===== src/rtl/pipelined_control_unit_if.sv =====
// pipelined_control_unit_if: fetch/hazard-to-decode handshake and control bundle bus
// Ports (signals):
//   instr_valid, opcode, stall_in            driven by the fetch/hazard side (master)
//   ex_signals, mem_signals, wb_signals,
//   flush, illegal_op, busy                  driven by the control unit (slave)
interface pipelined_control_unit_if #(
    parameter int OPC_W   = 6,
    parameter int ALUOP_W = 4
);
    logic               instr_valid;
    logic [OPC_W-1:0]   opcode;
    logic               stall_in;
    logic [ALUOP_W+1:0] ex_signals;
    logic [3:0]         mem_signals;
    logic [2:0]         wb_signals;
    logic               flush;
    logic               illegal_op;
    logic               busy;
    modport master (
        output instr_valid, opcode, stall_in,
        input  ex_signals, mem_signals, wb_signals, flush, illegal_op, busy
    );
    modport slave (
        input  instr_valid, opcode, stall_in,
        output ex_signals, mem_signals, wb_signals, flush, illegal_op, busy
    );
endinterface


===== src/rtl/pipelined_control_unit.sv =====
// pipelined_control_unit: registered ID-stage decoder producing EX/MEM/WB bundles
// Ports:
//   clk  in   rising-edge clock
//   rst  in   synchronous active-high reset
//   bus  slave modport of pipelined_control_unit_if:
//        instr_valid/opcode/stall_in in; ex_signals {alu_op, alu_en, shamt_sel},
//        mem_signals {mem_read, mem_write, mem_addr_sel, mem_data_sel},
//        wb_signals {reg_write, wb_sel[1:0]}, flush, illegal_op out (registered);
//        busy out (combinational from state)
module pipelined_control_unit #(
    parameter int OPC_W     = 6,
    parameter int ALUOP_W   = 4,
    parameter int IMM_WORDS = 1
) (
    input logic clk,
    input logic rst,
    pipelined_control_unit_if.slave bus
);
    typedef enum logic {S_DECODE, S_IMM} state_t;
    // Bits between the type field and the function field; must be zero for a legal opcode.
    localparam logic [OPC_W-1:0] MID_MASK =
        ~({OPC_W{1'b1}} << (OPC_W - 2)) & ({OPC_W{1'b1}} << ALUOP_W);
    state_t             state, state_n;
    logic [3:0]         imm_cnt, imm_n;
    logic [ALUOP_W+1:0] ex_q, ex_n;
    logic [3:0]         mem_q, mem_n;
    logic [2:0]         wb_q, wb_n;
    logic               flush_q, flush_n, ill_q, ill_n;
    logic [1:0]         typ;
    logic [ALUOP_W-1:0] fn;
    assign typ = bus.opcode[OPC_W-1 -: 2];
    assign fn  = bus.opcode[ALUOP_W-1:0];
    always_comb begin
        state_n = state;
        imm_n   = imm_cnt;
        ex_n    = '0;
        mem_n   = '0;
        wb_n    = '0;
        flush_n = 1'b0;
        ill_n   = 1'b0;
        // A stall freezes everything and emits a bubble; the word is re-presented later.
        if (!bus.stall_in && bus.instr_valid && state == S_DECODE) begin
            if ((bus.opcode & MID_MASK) != '0) ill_n = 1'b1;
            else case (typ)
                2'b00: begin
                    if (fn > ALUOP_W'(3)) ill_n = 1'b1;
                    else if (fn != '0) begin
                        ex_n = {fn, 1'b1, fn == ALUOP_W'(3)};
                        wb_n = 3'b101;
                    end
                end
                2'b01: begin
                    if (fn == ALUOP_W'(1)) begin
                        mem_n   = 4'b1000;
                        wb_n    = 3'b110;
                        flush_n = 1'b1;
                        state_n = S_IMM;
                        imm_n   = 4'(IMM_WORDS);
                    end else ill_n = 1'b1;
                end
                2'b10: begin
                    if (fn == ALUOP_W'(1)) begin
                        mem_n = 4'b1010;
                        wb_n  = 3'b100;
                    end else if (fn == ALUOP_W'(2)) mem_n = 4'b0110;
                    else ill_n = 1'b1;
                end
                default: ill_n = 1'b1;
            endcase
        end else if (!bus.stall_in && bus.instr_valid && state == S_IMM) begin
            // Immediate data words are consumed without decoding.
            imm_n   = imm_cnt - 4'd1;
            state_n = (imm_cnt == 4'd1) ? S_DECODE : S_IMM;
        end
    end
    always_ff @(posedge clk) begin
        if (rst) begin
            state   <= S_DECODE;
            imm_cnt <= '0;
            ex_q    <= '0;
            mem_q   <= '0;
            wb_q    <= '0;
            flush_q <= 1'b0;
            ill_q   <= 1'b0;
        end else begin
            state   <= state_n;
            imm_cnt <= imm_n;
            ex_q    <= ex_n;
            mem_q   <= mem_n;
            wb_q    <= wb_n;
            flush_q <= flush_n;
            ill_q   <= ill_n;
        end
    end
    assign bus.ex_signals  = ex_q;
    assign bus.mem_signals = mem_q;
    assign bus.wb_signals  = wb_q;
    assign bus.flush       = flush_q;
    assign bus.illegal_op  = ill_q;
    assign bus.busy        = (state != S_DECODE);
endmodule

===== src/flat_wrapper.sv =====
// flat-port wrapper written by rule: the top's interface ports become plain ports
module pipelined_control_unit_flat 
#(
    parameter int OPC_W     = 6,
    parameter int ALUOP_W   = 4,
    parameter int IMM_WORDS = 1
)
  (clk, rst, bus_instr_valid, bus_opcode, bus_stall_in, bus_ex_signals, bus_mem_signals, bus_wb_signals, bus_flush, bus_illegal_op, bus_busy);
  pipelined_control_unit_if #(.OPC_W(OPC_W), .ALUOP_W(ALUOP_W)) bus_i ();
  input logic clk;
  input logic rst;
  input wire logic [$bits(bus_i.instr_valid)-1:0] bus_instr_valid;
  input wire logic [$bits(bus_i.opcode)-1:0] bus_opcode;
  input wire logic [$bits(bus_i.stall_in)-1:0] bus_stall_in;
  output wire logic [$bits(bus_i.ex_signals)-1:0] bus_ex_signals;
  output wire logic [$bits(bus_i.mem_signals)-1:0] bus_mem_signals;
  output wire logic [$bits(bus_i.wb_signals)-1:0] bus_wb_signals;
  output wire logic [$bits(bus_i.flush)-1:0] bus_flush;
  output wire logic [$bits(bus_i.illegal_op)-1:0] bus_illegal_op;
  output wire logic [$bits(bus_i.busy)-1:0] bus_busy;
  assign bus_i.instr_valid = bus_instr_valid;
  assign bus_i.opcode = bus_opcode;
  assign bus_i.stall_in = bus_stall_in;
  assign bus_ex_signals = bus_i.ex_signals;
  assign bus_mem_signals = bus_i.mem_signals;
  assign bus_wb_signals = bus_i.wb_signals;
  assign bus_flush = bus_i.flush;
  assign bus_illegal_op = bus_i.illegal_op;
  assign bus_busy = bus_i.busy;
  pipelined_control_unit #(.OPC_W(OPC_W), .ALUOP_W(ALUOP_W), .IMM_WORDS(IMM_WORDS)) u_core (.clk(clk), .rst(rst), .bus(bus_i));
endmodule

===== config.mk =====
export PLATFORM = sky130hd
export DESIGN_NAME = pipelined_control_unit_flat
export DESIGN_NICKNAME = d
export VERILOG_FILES = /design/src/rtl/pipelined_control_unit_if.sv /design/src/rtl/pipelined_control_unit.sv /design/src/flat_wrapper.sv
export SDC_FILE = /design/constraint.sdc
export NUM_CORES = 1
export LEC_CHECK = 0
export BUFFER_PORTS_ARGS = -buffer_cell sky130_fd_sc_hd__buf_4
export CAP_MARGIN = 10
export CELL_PAD_IN_SITES_DETAIL_PLACEMENT = 1
export CELL_PAD_IN_SITES_GLOBAL_PLACEMENT = 1
export CORE_ASPECT_RATIO = 0.7
export CORE_MARGIN = 5
export CORE_UTILIZATION = 31
export CTS_BUF_LIST = sky130_fd_sc_hd__clkbuf_8 sky130_fd_sc_hd__clkbuf_16
export DETAILED_ROUTE_END_ITERATION = 10
export HOLD_SLACK_MARGIN = 0.12
export MAX_ROUTING_LAYER = met4
export PLACE_DENSITY = 0.65
export SETUP_SLACK_MARGIN = 0.3
export SYNTH_ARGS = -nofsm -noshare
export SYNTH_HDL_FRONTEND = slang
export SYNTH_SLANG_ARGS = --single-unit

===== constraint.sdc =====
create_clock -name clk -period 3.2 [get_ports clk]
set_input_delay 0.48 -clock clk [delete_from_list [all_inputs] [get_ports clk]]
set_output_delay 0.48 -clock clk [all_outputs]
set_load 0.02 [all_outputs]

Yosys cells after proc, flatten, opt, wreduce, memory -nomap -nowiden

Index checks and enable logic that the tools add are counted.

Register bits: 20
Input bits: 10

Add/subtract/negate cells: 1
Reductions and logical operators: 12
Order comparisons: 1
Mux-type cells: 25
Equal/unequal tests: 8
Bitwise operators: 5

Operators with widths:

| cell                  | count |
|---|---|
| $mux W4               | 6 |
| $mux W3               | 5 |
| $mux W1               | 10 |
| $pmux W3 S3           | 1 |
| $eq A4 B1 Y1 const B  | 2 |
| $eq A4 B2 Y1 const B  | 2 |
| $pmux W4 S2           | 1 |
| $not A1 Y1            | 5 |
| $reduce_or A5 Y1      | 1 |
| $gt A4 B2 Y1 const B  | 1 |
| $ne A2 B2 Y1 const B  | 2 |
| $reduce_bool A4 Y1    | 1 |
| $reduce_or A4 Y1      | 1 |
| $sub A4 B1 Y4 const B | 1 |
| $logic_and A1 B1 Y1   | 3 |
| $pmux W1 S3           | 1 |
| $reduce_and A3 Y1     | 1 |
| $reduce_or A3 Y1      | 1 |
| $eq A2 B1 Y1 const B  | 1 |
| $eq A2 B2 Y1 const B  | 1 |
| $logic_not A2 Y1      | 1 |
| $mux W2               | 1 |
| $reduce_bool A2 Y1    | 1 |
| $reduce_or A2 Y1      | 1 |
| $logic_not A1 Y1      | 1 |

Longest topological paths before layout

Depth after elaboration: 5
Gate-level depth with buffers: 5

Least setup slack after synthesis

OpenSTA, ideal clock, no wires.

Path kind: input to register
Start point: in bus_opcode[1]
End point: reg u_core.state (netlist: u_core.bus.busy)
Path slack: 1.624 ns
Setup time: 0.066 ns
Required time: 3.134 ns
Arrival time: 1.510 ns
Cell stages on the path: 3
Path through: or4b_1 or3_1 a21oi_2

Word-level cells in the longest chain between the ends: 3

Ends and longest elaborated chain:

| what                        | line                         | source |
|---|---|---|
| from (decl)                 | flat_wrapper.sv:13           | `input wire logic [$bits(bus_i.opcode)-1:0] bus_opcode;` |
| $eq A4 B1 Y1                | pipelined_control_unit.sv:53 | `if (fn == ALUOP_W'(1)) begin` |
| $ne A2 B2 Y1 (no line)      | -                            |  |
| $reduce_and A3 Y1 (no line) | -                            |  |
| to (signal assigned)        | pipelined_control_unit.sv:86 | `state <= state_n;` |
| to (decl)                   | pipelined_control_unit.sv:23 | `state_t state, state_n;` |

No other way between the ends.
A chain may end at the register's enable or synchronous reset.

Worst setup path after layout

Start point: in bus_opcode[1]
End point: reg u_core.imm_cnt[3]

Word-level cells in the longest chain between the ends: 3

Ends and longest elaborated chain:

| what                        | line                         | source |
|---|---|---|
| $eq A4 B1 Y1                | pipelined_control_unit.sv:53 |  |
| $ne A2 B2 Y1 (no line)      | -                            |  |
| $reduce_and A3 Y1 (no line) | -                            |  |
| to (signal assigned)        | pipelined_control_unit.sv:87 | `imm_cnt <= imm_n;` |
| to (decl)                   | pipelined_control_unit.sv:24 | `logic [3:0] imm_cnt, imm_n;` |

No other way between the ends.

==> flow_summary.toml <==
[status]
status = "finished clean"

[layout]
nNetsFinal = 130
layout-drive-gt1-share_pct = 27.4
num_antenna_cells = 0
fin_cells = 147
syn_to_final_growth_pct = 33.9
nFillCells = 304
final_cell_mix = "24 x buf_4, 19 x dfxtp_1, 8 x inv_1"
layout_commonest_cell = "buf_4"

[die]
die_h_um = 52.4
rows = 15
ios = 26
die_area_sq_um = 3690
start_util_pct = 32.3
fp.coreArea_sq_um = 2460
die_w_um = 70.5

[synth]
syn_avg_cell_area_sq_um = 9.46
yosysWarningCount = 0
ys_async_sr_fraction_pct = 0
synth_edf_count = 0
synthCells = 84
synth.distinct_cells = 29
synthesis.area_sq_um = 795
synth-seq-cells = 19
synth_seq_area_share_pct = 47.9
ys.flop_type = "dfxtp_1"

[sta]
drv_slew = 0
worst_slack_ns = 1.59
rsz0062_at_grt = "no"
finalHoldViolations = 0
fmax_ghz = 0.621
fin_crit_sh_pct = 50.3
min_period_ns = 1.61
worst_pin_slew_ns = 0.532
fin_skew_ns = 0.000699
slew_headroom_pct = 64.0
fin_tns_setup_ns = 0
setup-violations-final = 0

[setup_path]
r2r_setup_slack_ns = 1.93
worst-endpoint-arrival_ns = 1.74
reg2reg_depth = 3
path_max_fanout = 5
start_kind = "primary input"
crit_required_ns = 3.33
crit_type = "primary input to flip-flop"
reg2reg_from = "u_core.bus.busy$_SDFFE_PP0P_"
r2r_end = "u_core.bus.mem_signals[1]$_SDFF_PP0_"
end_kind = "flip-flop"

[drt]
dr.pass1.iters = 4
postRouteAntennaNets = 0
wl_um = 1880
dr_wl_met2_um = 791
vias = 682
drc = 0
dr_wl_met3_um = 114
avgRoutedWirePerCell_um = 12.8
routed.top_layer = "met4"
drt-met1-wl_um = 930
viasPerCell = 4.64
drt-initial-drc-count = 17

[placement]
dp_hpwl_um = 1530
place_ws_ns = 1.35
place_inst = 143
gp_congestion = 0.828
port_buffers = 24

[power_and_ir_drop]
ir_worst_vdd_uv = 178
pwr_density_cell_nw_per_um2 = 423
p_leak_uw = 0.000440

[min_path]
hold_path_class = "primary input to flip-flop"
hold_depth = 2
whs_endpoint = "u_core.bus.busy$_SDFFE_PP0P_"
min-delay-start = "rst"

[clock_tree]
cts_tree = "yes"
clk_pin_slew_ns = 0.07
cts_resized = 0
cts_hold_buf = 0
cts.sinks = 19
clock-root-buffer = "clkbuf_8"
clockBufferDepth = 2
post_cts_buffers = 0
cts_buffers = 3
htree_levels = 1
clk_latency_ns = 0.25

[global_routing]
grt_max_degree = 12
grt_pass1_wl_um = 3230
grt_use_total_pct = 11.4
antenna_found_initial = 0
gr-total-overflow = 0
grt_pass1_vias = 692

[run]
maxCapViolCount = 0
## flip-flops by register name (all words and copies together) (netlist names)
signal and cells:
u_core.bus.wb_signals 3, u_core.bus.ex_signals 6, u_core.bus.mem_signals 3, u_core.bus.busy 1, u_core.bus.flush 1, u_core.bus.illegal_op 1
u_core.imm_cnt 4
## worst max-delay path by stage
| stage | startpoint | endpoint | slack [ns] | cells after the start |
|---|---|---|---|---|
| floorplan | bus_opcode[1] | u_core.bus.busy$_SDFFE_PP0P_ | 1.62 | 3 |
| global placement | bus_opcode[1] | u_core.imm_cnt[2]$_SDFFE_PP0P_ | 1.37 | 4 |
| detailed placement | bus_opcode[1] | u_core.imm_cnt[3]$_SDFFE_PP0P_ | 1.35 | 4 |
| global route | bus_opcode[1] | u_core.imm_cnt[1]$_SDFFE_PP0P_ | 1.53 | 4 |
| CTS | bus_opcode[1] | u_core.imm_cnt[3]$_SDFFE_PP0P_ | 1.61 | 4 |
| finish | bus_opcode[1] | u_core.imm_cnt[3]$_SDFFE_PP0P_ | 1.59 | 4 |
## cells by family after synthesis
| family | synth area share, % |
|---|---|
| xor+xnor | 1.10 |
| flops | 47.9 |
| compound gates | 13.2 |
| simple gates | 21.9 |
| buf+inv | 4.72 |
| fa+ha+maj | 9.45 |
| mux | 1.26 |
| other cells | 0.472 |
## critical path, stage by stage
cell	delay [ns]
buf_4	0.13
or4b_1	0.58
o21ai_0	0.42
o32ai_1	0.13
## layer usage
metal / up-vias / global-route usage, %
li1: 350 / -
met1: 307 / 15.2
met2: 21 / 16.6
met3: 4 / 2.68
met4: 0 / 4.78
met5: - / -
## layout make-up
cell class	count	area (sq um)	share of cell area, %
clock buffer	3	41.3	3.88
clock inverter	1	5.00	0.471
inverter	8	30.0	2.82
multi-input combinational	58	384	36.1
sequential	19	380	35.8
tap	34	42.5	4.00
timing repair buffer	24	180	16.9
## power breakdown
part / total [uW] / switching [uW] / internal (uW)
Clock: 166 / 79.2 / 86.5
Combinational: 44.1 / 25.1 / 19.1
Sequential: 239 / 0.777 / 239
Total: 449 / 105 / 344
## metrics by stage
| stage | util (%) | total power, uW | area, sq um | hold WS (ns) |
|---|---|---|---|---|
| after global routing | 43.3 | 469 | 1060 | 0.442 |
| after global placement | 41.4 | 289 | 1020 | 0.520 |
| after floorplan | - | 268 | 802 | 0.489 |
| final | 43.3 | 449 | 1060 | 0.428 |
| after CTS | 43.3 | 453 | 1060 | 0.430 |
| after detailed placement | 41.4 | 289 | 1020 | 0.534 |
## synth_stat cells, drive strengths merged (2+ instances only)
master / instances / share of area (%)
nor3: 4 / 2.5
or2: 2 / 1.6
o32ai: 3 / 3.3
o21ai: 3 / 1.9
a31oi: 2 / 1.6
nor2b: 3 / 2.4
nand2: 4 / 1.9
nand3: 3 / 1.9
inv: 8 / 3.8
nor4: 2 / 1.6
nand3b: 2 / 1.9
a21oi: 3 / 2.4
nor2: 7 / 3.3
ha: 6 / 9.4
dfxtp: 19 / 48
No activity file was read; power rests on OpenSTA's default activity.
